**src/rtl/line_scan_sequencer.sv**
```systemverilog
// Line scan sequencer: walks the set bits of a captured mask in ascending order,
// holding each line for Dwell+1 cycles, and drives a 3-to-8 decoder's Enable/A/B/C.
module line_scan_sequencer #(
    parameter int DWELL_W = 4
) (
    input  logic               Clock,
    input  logic               Reset,
    input  logic               Start,
    input  logic               Stop,
    input  logic               Mode,
    input  logic [7:0]         Mask,
    input  logic [DWELL_W-1:0] Dwell,
    output logic               Enable,
    output logic               A,
    output logic               B,
    output logic               C,
    output logic               Done,
    output logic               dbg_state
);

    typedef enum logic {
        IDLE = 1'b0,
        SCAN = 1'b1
    } state_t;

    state_t             state, state_n;
    logic [2:0]         idx, idx_n;
    logic [DWELL_W-1:0] cnt, cnt_n;
    logic               done_r, done_n;
    logic [7:0]         sh_mask, sh_mask_n;
    logic [DWELL_W-1:0] sh_dwell, sh_dwell_n;
    logic               sh_mode, sh_mode_n;
    logic [3:0]         nxt;

    function automatic logic [2:0] lowest_set(input logic [7:0] m);
        logic [2:0] r;
        r = 3'd0;
        for (int i = 7; i >= 0; i--) begin
            if (m[i]) r = 3'(i);
        end
        return r;
    endfunction

    // Returns {found, index} of the lowest set bit strictly above cur.
    function automatic logic [3:0] next_above(input logic [7:0] m, input logic [2:0] cur);
        logic [3:0] r;
        r = 4'd0;
        for (int i = 7; i >= 0; i--) begin
            if (m[i] && (i > int'(cur))) r = {1'b1, 3'(i)};
        end
        return r;
    endfunction

    assign nxt = next_above(sh_mask, idx);

    always_ff @(posedge Clock) begin
        if (Reset) begin
            state    <= IDLE;
            idx      <= 3'd0;
            cnt      <= '0;
            done_r   <= 1'b0;
            sh_mask  <= 8'd0;
            sh_dwell <= '0;
            sh_mode  <= 1'b0;
        end else begin
            state    <= state_n;
            idx      <= idx_n;
            cnt      <= cnt_n;
            done_r   <= done_n;
            sh_mask  <= sh_mask_n;
            sh_dwell <= sh_dwell_n;
            sh_mode  <= sh_mode_n;
        end
    end

    always_comb begin
        state_n    = state;
        idx_n      = idx;
        cnt_n      = cnt;
        done_n     = 1'b0;
        sh_mask_n  = sh_mask;
        sh_dwell_n = sh_dwell;
        sh_mode_n  = sh_mode;
        case (state)
            IDLE: begin
                if (Start && !Stop && (Mask != 8'd0)) begin
                    sh_mask_n  = Mask;
                    sh_dwell_n = Dwell;
                    sh_mode_n  = Mode;
                    state_n    = SCAN;
                    idx_n      = lowest_set(Mask);
                    cnt_n      = Dwell;
                end
            end
            SCAN: begin
                // Stop wins even on the last cycle of a sweep, suppressing Done.
                if (Stop) begin
                    state_n = IDLE;
                    idx_n   = 3'd0;
                    cnt_n   = '0;
                end else if (cnt != '0) begin
                    cnt_n = cnt - DWELL_W'(1);
                end else if (nxt[3]) begin
                    idx_n = nxt[2:0];
                    cnt_n = sh_dwell;
                end else if (sh_mode) begin
                    state_n = IDLE;
                    idx_n   = 3'd0;
                    cnt_n   = '0;
                    done_n  = 1'b1;
                end else begin
                    idx_n  = lowest_set(sh_mask);
                    cnt_n  = sh_dwell;
                    done_n = 1'b1;
                end
            end
            default: state_n = IDLE;
        endcase
    end

    assign Enable    = (state == SCAN);
    assign A         = idx[2];
    assign B         = idx[1];
    assign C         = idx[0];
    assign Done      = done_r;
    assign dbg_state = state;

endmodule

```
**config.mk**
```make
export PLATFORM = sky130hd
export DESIGN_NAME = line_scan_sequencer
export DESIGN_NICKNAME = d
export VERILOG_FILES = /design/src/rtl/line_scan_sequencer.sv
export SDC_FILE = /design/constraint.sdc
export NUM_CORES = 1
export LEC_CHECK = 0
export ABC_AREA = 1
export CORE_MARGIN = 2
export CORE_UTILIZATION = 52
export CTS_CLUSTER_DIAMETER = 120
export CTS_CLUSTER_SIZE = 16
export DETAILED_ROUTE_END_ITERATION = 12
export PLACE_DENSITY = 0.84
export SETUP_SLACK_MARGIN = 0.02
export SLEW_MARGIN = 20
export SYNTH_ARGS = -nofsm -noshare
export SYNTH_HDL_FRONTEND = slang
export SYNTH_SLANG_ARGS = --single-unit
```
**constraint.sdc**
```tcl
create_clock -name Clock -period 1.4 [get_ports Clock]
set_input_delay 0.21 -clock Clock [delete_from_list [all_inputs] [get_ports Clock]]
set_output_delay 0.21 -clock Clock [all_outputs]
set_load 0.02 [all_outputs]
```
After elaboration in Yosys (flattened, before gate mapping)
Cells that the tools add are included.
{"block": "word_totals", "input_bits": 17, "elab_cells": 75, "reg_bits": 22}
{"block": "op_classes", "n_bitwise": 1, "n_reduce_logical": 15, "magnitude_cmp": 7, "eq_ne": 2, "n_addsub": 1, "mux": 42}
{"cell": "3-bit two-way mux", "count": 21}
{"cell": "4-bit two-way mux", "count": 12}
{"cell": "3-bit greater-than comparator, first input constant", "count": 4}
{"cell": "1-bit logical AND", "count": 9}
{"cell": "4-bit one-hot mux with 2 select lines", "count": 1}
{"cell": "8-bit nonzero test", "count": 1}
{"cell": "2-bit by 3-bit greater-than comparator with 1-bit output, first input constant", "count": 2}
{"cell": "1-bit two-way mux", "count": 6}
{"cell": "3-bit one-hot mux with 2 select lines", "count": 1}
{"cell": "2-bit AND reduction", "count": 2}
{"cell": "4-bit nonzero test", "count": 1}
{"cell": "4-bit OR reduction", "count": 1}
{"cell": "4-bit by 1-bit subtractor with 4-bit output, second input constant", "count": 1}
{"cell": "1-bit by 3-bit greater-than comparator with 1-bit output, first input constant", "count": 1}
{"cell": "3-bit inequality test, second input constant", "count": 1}
{"cell": "2-bit inequality test, second input constant", "count": 1}
{"cell": "1-bit one-hot mux with 2 select lines", "count": 1}
{"cell": "1-bit logical NOT", "count": 1}
{"cell": "1-bit inverter", "count": 1}

Logic depth before layout (Yosys ltp)
Gate-level depths: netlist of the first run.
{"block": "depth", "ltp_word": 13, "ltp_mapped": 10, "mapped_depth_nobuf": 10}

Worst setup path before layout of the first run
No wires, ideal clock.
{"block": "synth_timing", "kind": "register to register", "start": "register idx[1]", "end": "register cnt[1]", "t_arrival_ns": 1.307, "synth_period_minus_slack_ns": 1.426, "n_path_buf": 0, "slack_ns": -0.026, "path_stages_with_launch": 10, "path_cell_list": "dfxtp_1 > nand3_1 > nand2_1 > nand2_1 > nor2_1 > nand2_1 > inv_2 > nand3_2 > nand3_1 > a21oi_1"}
{"block": "synth_between", "elab_chain_cells": 13, "word_cells_on_any_way": 25, "classes_between": "7 x order compare; 11 x mux; 7 x reduce/logical"}
{"element": "from (decl)", "line_no": "27", "text": "logic [2:0] idx, idx_n;"}
{"element": "from (signal assigned)", "line_no": "67", "text": "idx <= idx_n;"}
{"element": "3-bit greater-than comparator", "line_no": "49", "text": "if (m[i] && (i > int'(cur))) r = {1'b1, 3'(i)};"}
{"element": "1-bit logical AND", "line_no": "49"}
{"element": "4-bit two-way mux (6 in series)", "line_no": "49"}
{"element": "4-bit two-way mux *", "line_no": "49"}
{"element": "4-bit two-way mux *", "line_no": "103", "text": "end else if (nxt[3]) begin"}
{"element": "4-bit two-way mux *", "line_no": "101", "text": "end else if (cnt != '0) begin"}
{"element": "4-bit two-way mux *", "line_no": "97", "text": "if (Stop) begin"}
{"element": "4-bit one-hot mux with 2 select lines *", "line_no": "84", "text": "case (state)"}
{"element": "to (signal assigned)", "line_no": "68", "text": "cnt <= cnt_n;"}
{"element": "to (decl)", "line_no": "28", "text": "logic [DWELL_W-1:0] cnt, cnt_n;"}
Mark *: on every way between the ends. The rest lies on a longest branch, timed or not.
A chain may end at the register's enable or synchronous reset.

Worst setup path after layout of the first run
{"block": "layout_timing", "start": "register cnt[1]", "end": "register idx[2]"}
{"block": "layout_between", "elab_chain_cells": 3}
{"element": "4-bit nonzero test", "line_no": "101"}
{"element": "3-bit inequality test (no source line)"}
{"element": "2-bit AND reduction (no source line)"}
No other way between the ends.

==> impl_metrics.py, run 1 <==
metrics = {
    "drt": {
        "drtIter0Drc": 58,
        "drtPass1Iterations": 6,
        "num_vias": 1566,
        "final_antenna_net_count": 0,
        "drc_errors": 0,
        "vias_per_cell": 5.59,
        "drt_wl_total_um": 4200,
        "wl_per_cell_um": 15.0,
    },
    "status": {
        "status": "complete, but fails checks",
        "violations": "negative setup slack",
    },
    "place": {
        "portBuffers": 22,
        "dp.cells": 275,
        "gp_congestion": 0.905,
        "hpwl_um": 2710,
    },
    "sta": {
        "fmax_ghz": 0.696,
        "rsz0062_at_grt": "yes",
        "whs_ns": 0.228,
        "finalHoldViolCount": 0,
        "setup-violations-final": 4,
        "tightest_slew_ns": 0.532,
        "min_period_ns": 1.44,
        "post-route-period-util_pct": 103,
        "skew_ns": 0.0224,
        "maxSlewViolCount": 0,
        "layout_setup_ws_ns": -0.0370,
        "max_slew_margin_pct": 64.5,
    },
    "floorplan": {
        "die_w_um": 54.6,
        "initial_utilization_pct": 54.1,
        "die_h_um": 54.6,
        "ios": 23,
        "core_region_area_um2": 2450,
        "placementRows": 18,
        "die-area_um2": 2980,
    },
    "finish": {
        "num-nets-final": 271,
        "drive_above_1_share_pct": 31.6,
        "final_cell_mix": "39 x nand2_1, 24 x inv_1, 23 x buf_4",
        "num_antenna_cells": 0,
        "layout.cells.most_common": "nand2_1",
        "instances_no_fill": 280,
        "synthToLayoutAreaGrowth_pct": 45.3,
        "fillers": 165,
    },
    "setup_path": {
        "regToRegSetupSlack_ns": -0.04,
        "arrival_ns": 1.63,
        "required_ns": 1.60,
        "path_max_fanout": 6,
        "worstSetupPathType": "flip-flop to flip-flop",
        "r2r-end": "idx[2]$_SDFFE_PP0P_",
        "reg2reg_from": "cnt[1]$_SDFFE_PP0P_",
        "r2r_cells": 8,
        "cp-end-kind": "flip-flop",
        "start_kind": "flip-flop",
    },
    "logic_synthesis": {
        "syn_inst": 202,
        "ys_warn_count": 0,
        "yosysSeqAreaShare_pct": 33.1,
        "syn_avg_cell_area_um2": 6.58,
        "yosysUniqueCellTypes": 26,
        "synth.area.top_cells": "dfxtp_1 33%, nand2_1 13%, a21oi_1 8.3%",
        "synth-seq-cells": 22,
        "synthesis.area_um2": 1330,
        "yosysTopAreaCell": "dfxtp_1",
        "netlist.area_leader.share_pct": 33.1,
        "syn-num-nets": 221,
    },
    "job": {
        "maxCapViolations": 0,
    },
    "grt": {
        "grt_overflow_total": 0,
        "grt_usage_pct": 26.1,
        "grt_pass1_vias": 1359,
        "grt_pass1_wl_um": 5530,
        "grt_max_degree": 20,
        "antenna_found_initial": 0,
    },
    "pwr": {
        "pwr-share-seq_pct": 44.2,
        "combPwrFrac_pct": 37.7,
        "p_sw_uw": 584,
        "power_leakage_uw": 0.000878,
        "swShare_pct": 36.0,
        "ir_drop_mv": 0.828,
        "powerDensity_nw_per_um2": 842,
        "power.share.clock_pct": 18.1,
        "p_int_uw": 1040,
    },
    "clock_network": {
        "path_clk_slew_ns": 0.13,
        "clkSinkCount": 22,
        "cts_tree": "built",
        "insertion_delay_ns": 0.32,
        "postCtsHoldBufs": 0,
        "htreeDepth": 1,
        "clock_path_buffers": 2,
        "cts_root_buffer": "clkbuf_4",
        "cts_buffers": 3,
    },
    "hold_path": {
        "hold_start": "Mask[2]",
        "hold_depth": 3,
        "holdPathEnd": "sh_mask[2]$_SDFFE_PP0P_",
        "hold_class": "input pin to flip-flop",
    },
}
==> sequential cells by signal (all words and copies together), names as in the netlist <==
signal	flops
cnt	4
sh_mode	1
Done	1
sh_mask	8
sh_dwell	4
idx	3
Enable	1
==> kinds of logic (layout without fill, tap and decap cells) <==
kind of cell               after synthesis  count (layout)  synth area share [%]
buffers and inverters                   37              85                  12.5
adders and majority gates                2               2                  1.88
AOI/OAI and AO/OA                       59              59                  25.7
and+or+nand+nor                         82              82                  26.7
DFF                                     22              22                  33.1
==> Yosys cell counts (all sizes together) <==
master    n
nor2     18
o22ai     1
nor4      1
nand2    46
dfxtp    22
o2111ai   1
o21ai    29
a221oi    1
inv      32
nand3    13
nand4     1
a21oi    26
buf       5
a211oi    1
nor3      2
ha        2
or2       1
==> through the flow <==
stage               cell area [µm²]  power, µW  worst slack, ns  utilization [%]  TNS, ns
global placement               1740       1220           -0.371             70.8    -5.89
detailed placement             1740       1230           -0.409             70.8    -6.49
floorplan                      1330       1020           0.0194                -        0
CTS                            1780       1510          0.00470             72.7        0
finish                         1930       1620          -0.0370             78.6  -0.0668
global route                   1930       1720          -0.0961             78.6   -0.294
==> worst max-delay path by stage <==
stage	start	to	slack (ns)	depth (start not counted)
detailed placement	Mask[3]	idx[2]$_SDFFE_PP0P_	-0.41	10
CTS	Mask[4]	idx[2]$_SDFFE_PP0P_	0.005	10
floorplan	Enable$_SDFF_PP0_	idx[1]$_SDFFE_PP0P_	0.02	7
global route	cnt[1]$_SDFFE_PP0P_	idx[2]$_SDFFE_PP0P_	-0.1	8
global placement	Start	idx[2]$_SDFFE_PP0P_	-0.37	9
finish	cnt[1]$_SDFFE_PP0P_	idx[2]$_SDFFE_PP0P_	-0.04	8
==> layer usage <==
layer / vias up / track usage, % / part of all wire, %
met5: - / 0 / 0
met4: 0 / 12.1 / 3.2
met3: 18 / 3.28 / 6.4
met2: 72 / 44.6 / 51
met1: 716 / 32.4 / 39
li1: 760 / - / -
==> power groups by stage <==
stage	clock network (µW)	logic [µW]	registers [µW]
CTS	284	515	713
floorplan	0	292	731
global route	329	663	724
finish	294	612	719
detailed placement	0	508	727
global placement	0	492	725
==> worst max-delay path, cell delays in order, from the launching register on <==
cell and delay, ns:
dfxtp_2 0.35, inv_2 0.08, ha_4 0.14, nand2_4 0.05
nor2_4 0.12, buf_6 0.14, o21ai_4 0.10, a21oi_1 0.25
a21oi_2 0.08
==> cell type report <==
type,instances,area [µm²],share of cell area [%]
clock buffers,3,22.5,1.17
flip-flops and latches,22,453,23.5
well taps,30,37.5,1.94
inverters,32,120,6.22
repair buffers,50,453,23.5
multi-input cells,143,845,43.7
==> repair_timing <==
action / in CTS / in global routing
gates cloned: 0 / 0
setup endpoints to repair: 19 / 20
setup buffers: 0 / 2
gates resized for setup: 20 / 40
pin swaps: 1 / 15
Note: power is estimated with default switching activity, not from simulation.
==> run 2: changes to the inputs <==
Settings changed: CAP_MARGIN set to 20, PLACE_DENSITY 0.84 to 0.79.
==> run 2 against run 1 <==
The flow still finishes with violations (negative setup slack). Global-route usage is 3.1 points higher. Final area up 6.3%. Clock power up 77%. Setup slack improved by 0.022 ns. Cell count rose by 1.1%. Sequential share of layout area is 1.3 points lower. Register-to-register slack better by 0.02 ns. Power up 20%. Critical path type unchanged. Critical endpoint is now idx[1]$_SDFFE_PP0P_. Largest cell class unchanged.
==> impl_metrics.py, run 2 (synthesis results as in run 1) <==
metrics = {
    "status": {
        "status": "complete, but fails checks",
        "violations": "negative setup slack",
    },
    "hold_path": {
        "hold_depth": 3,
        "hold_class": "input pin to flip-flop",
        "hold_start": "Mask[2]",
    },
    "place": {
        "place_ws_ns": -0.364,
        "hpwl_um": 2810,
        "gp_congestion": 0.872,
        "portBuffers": 22,
        "place_area_um2": 1740,
    },
    "setup_path": {
        "worstSetupPathType": "flip-flop to flip-flop",
        "cp_slowest_stage_delay_ns": 0.36,
        "worst_path_most_repeated_cell": "nand2_1",
        "critPathLaunch": "cnt[1]$_SDFFE_PP0P_",
        "start_kind": "flip-flop",
        "reg2reg_from": "cnt[1]$_SDFFE_PP0P_",
        "path_max_fanout": 6,
        "regToRegSetupSlack_ns": -0.01,
        "worstPathCellList": "inv_2, ha_4, nand2_4, nor2_4, buf_6, o21ai_4, nand2_1, nand2_1, a21oi_1",
        "slowest_stage": "dfxtp_2",
        "r2r_cells": 9,
        "cp-end-kind": "flip-flop",
        "required_ns": 1.62,
        "arrival_ns": 1.63,
    },
    "drt": {
        "wl_per_cell_um": 17.5,
        "vias_per_cell": 5.94,
        "drtIter0Drc": 93,
        "num_vias": 1680,
        "final_antenna_net_count": 0,
        "drtPass1Iterations": 5,
        "drc_errors": 0,
        "drt_wl_total_um": 4960,
    },
    "clock_network": {
        "clkSinkCount": 22,
        "htreeDepth": 1,
        "insertion_delay_ns": 0.34,
        "clock_path_buffers": 2,
        "cts_root_buffer": "clkbuf_4",
        "postCtsHoldBufs": 0,
        "cts_buffers": 3,
        "cts_tree": "built",
        "path_clk_slew_ns": 0.15,
    },
    "grt": {
        "grt_overflow_total": 0,
        "grt_pass1_vias": 1415,
        "grt_max_degree": 20,
        "grt_pass1_wl_um": 6130,
        "grt_usage_pct": 29.2,
        "antenna_found_initial": 0,
    },
    "sta": {
        "post-route-period-util_pct": 101,
        "fmax_ghz": 0.707,
        "fin_setup_tns_ns": -0.0148,
        "maxSlewViolCount": 0,
        "layout_setup_ws_ns": -0.0148,
        "max_slew_margin_pct": 60.6,
        "setup-violations-final": 1,
        "finalHoldViolCount": 0,
        "rsz0062_at_grt": "yes",
        "skew_ns": 0.0255,
        "whs_ns": 0.291,
        "tightest_slew_ns": 0.590,
        "min_period_ns": 1.41,
    },
    "pwr": {
        "power_leakage_uw": 0.000921,
        "powerDensity_nw_per_um2": 947,
        "ir_drop_mv": 0.816,
    },
    "floorplan": {
        "die-area_um2": 2980,
        "ios": 23,
        "die_w_um": 54.6,
        "placementRows": 18,
        "core_region_area_um2": 2450,
        "initial_utilization_pct": 54.1,
        "die_h_um": 54.6,
    },
    "finish": {
        "final_cell_mix": "36 x nand2_1, 25 x inv_1, 25 x buf_4",
        "top_regs": "sh_mask (8), cnt (4), sh_dwell (4)",
        "synthToLayoutAreaGrowth_pct": 54.4,
        "design_area_um2": 2050,
        "final_util_pct": 83.6,
        "largest_reg_flops": 8,
        "num-nets-final": 273,
        "layout.cells.most_common": "nand2_1",
        "drive_above_1_share_pct": 36.0,
        "num_antenna_cells": 0,
        "top_register": "sh_mask",
    },
    "job": {
        "maxCapViolations": 0,
    },
}
run 2: per-stage QoR:
step                      power (µW)  instances
after CTS                       1770        280
final                           1940        283
after global placement          1220        274
after detailed placement        1240        274
after global routing            2000        283
after floorplan                 1020        202
run 2: critical path: cells and delay by family, from the launching register on:
kind	cells	cell delay, ns
adder cells (fa/ha/maj)	1	0.16
AO/OA/AOI/OAI	2	0.28
AND/OR/NAND/NOR	4	0.30
flip-flops	1	0.36
buffers and inverters	2	0.18
run 2: repair_timing:
| action | 4_1_cts | 5_1_grt |
|---|---|---|
| pin swaps | 9 | 15 |
| setup buffers | 2 | 3 |
| setup endpoints to repair | 20 | 22 |
| gates resized for setup | 21 | 52 |
run 2: cell type report:
| type | instances | area [µm²] |
|---|---|---|
| Clock buffer | 3 | 22.5 |
| Clock inverter | 1 | 30.0 |
| Fill cell | 136 | 403 |
| Inverter | 32 | 123 |
| Multi-Input combinational cell | 143 | 906 |
| Sequential cell | 22 | 455 |
| Tap cell | 30 | 37.5 |
| Timing Repair Buffer | 52 | 478 |
run 2: worst paths after layout:
kind                                   end
hold / removal     sh_mask[2]$_SDFFE_PP0P_
setup reg to reg       idx[1]$_SDFFE_PP0P_
setup / recovery       idx[1]$_SDFFE_PP0P_
hold reg to reg   sh_dwell[3]$_SDFFE_PP0P_
run 2: metal layers:
layer | vias up | GRT usage [%] | wire [µm]
met3 | 19 | 4.64 | 381
met1 | 787 | 36.7 | 1870
met2 | 108 | 49.8 | 2540
met5 | - | 0 | 0
li1 | 766 | - | -
met4 | 0 | 10.8 | 170
run 2: report_power, final:
| group | switching, µW | internal [µW] | total [µW] |
|---|---|---|---|
| Clock | 228 | 290 | 519 |
| Combinational | 399 | 299 | 699 |
| Sequential | 51.2 | 675 | 726 |
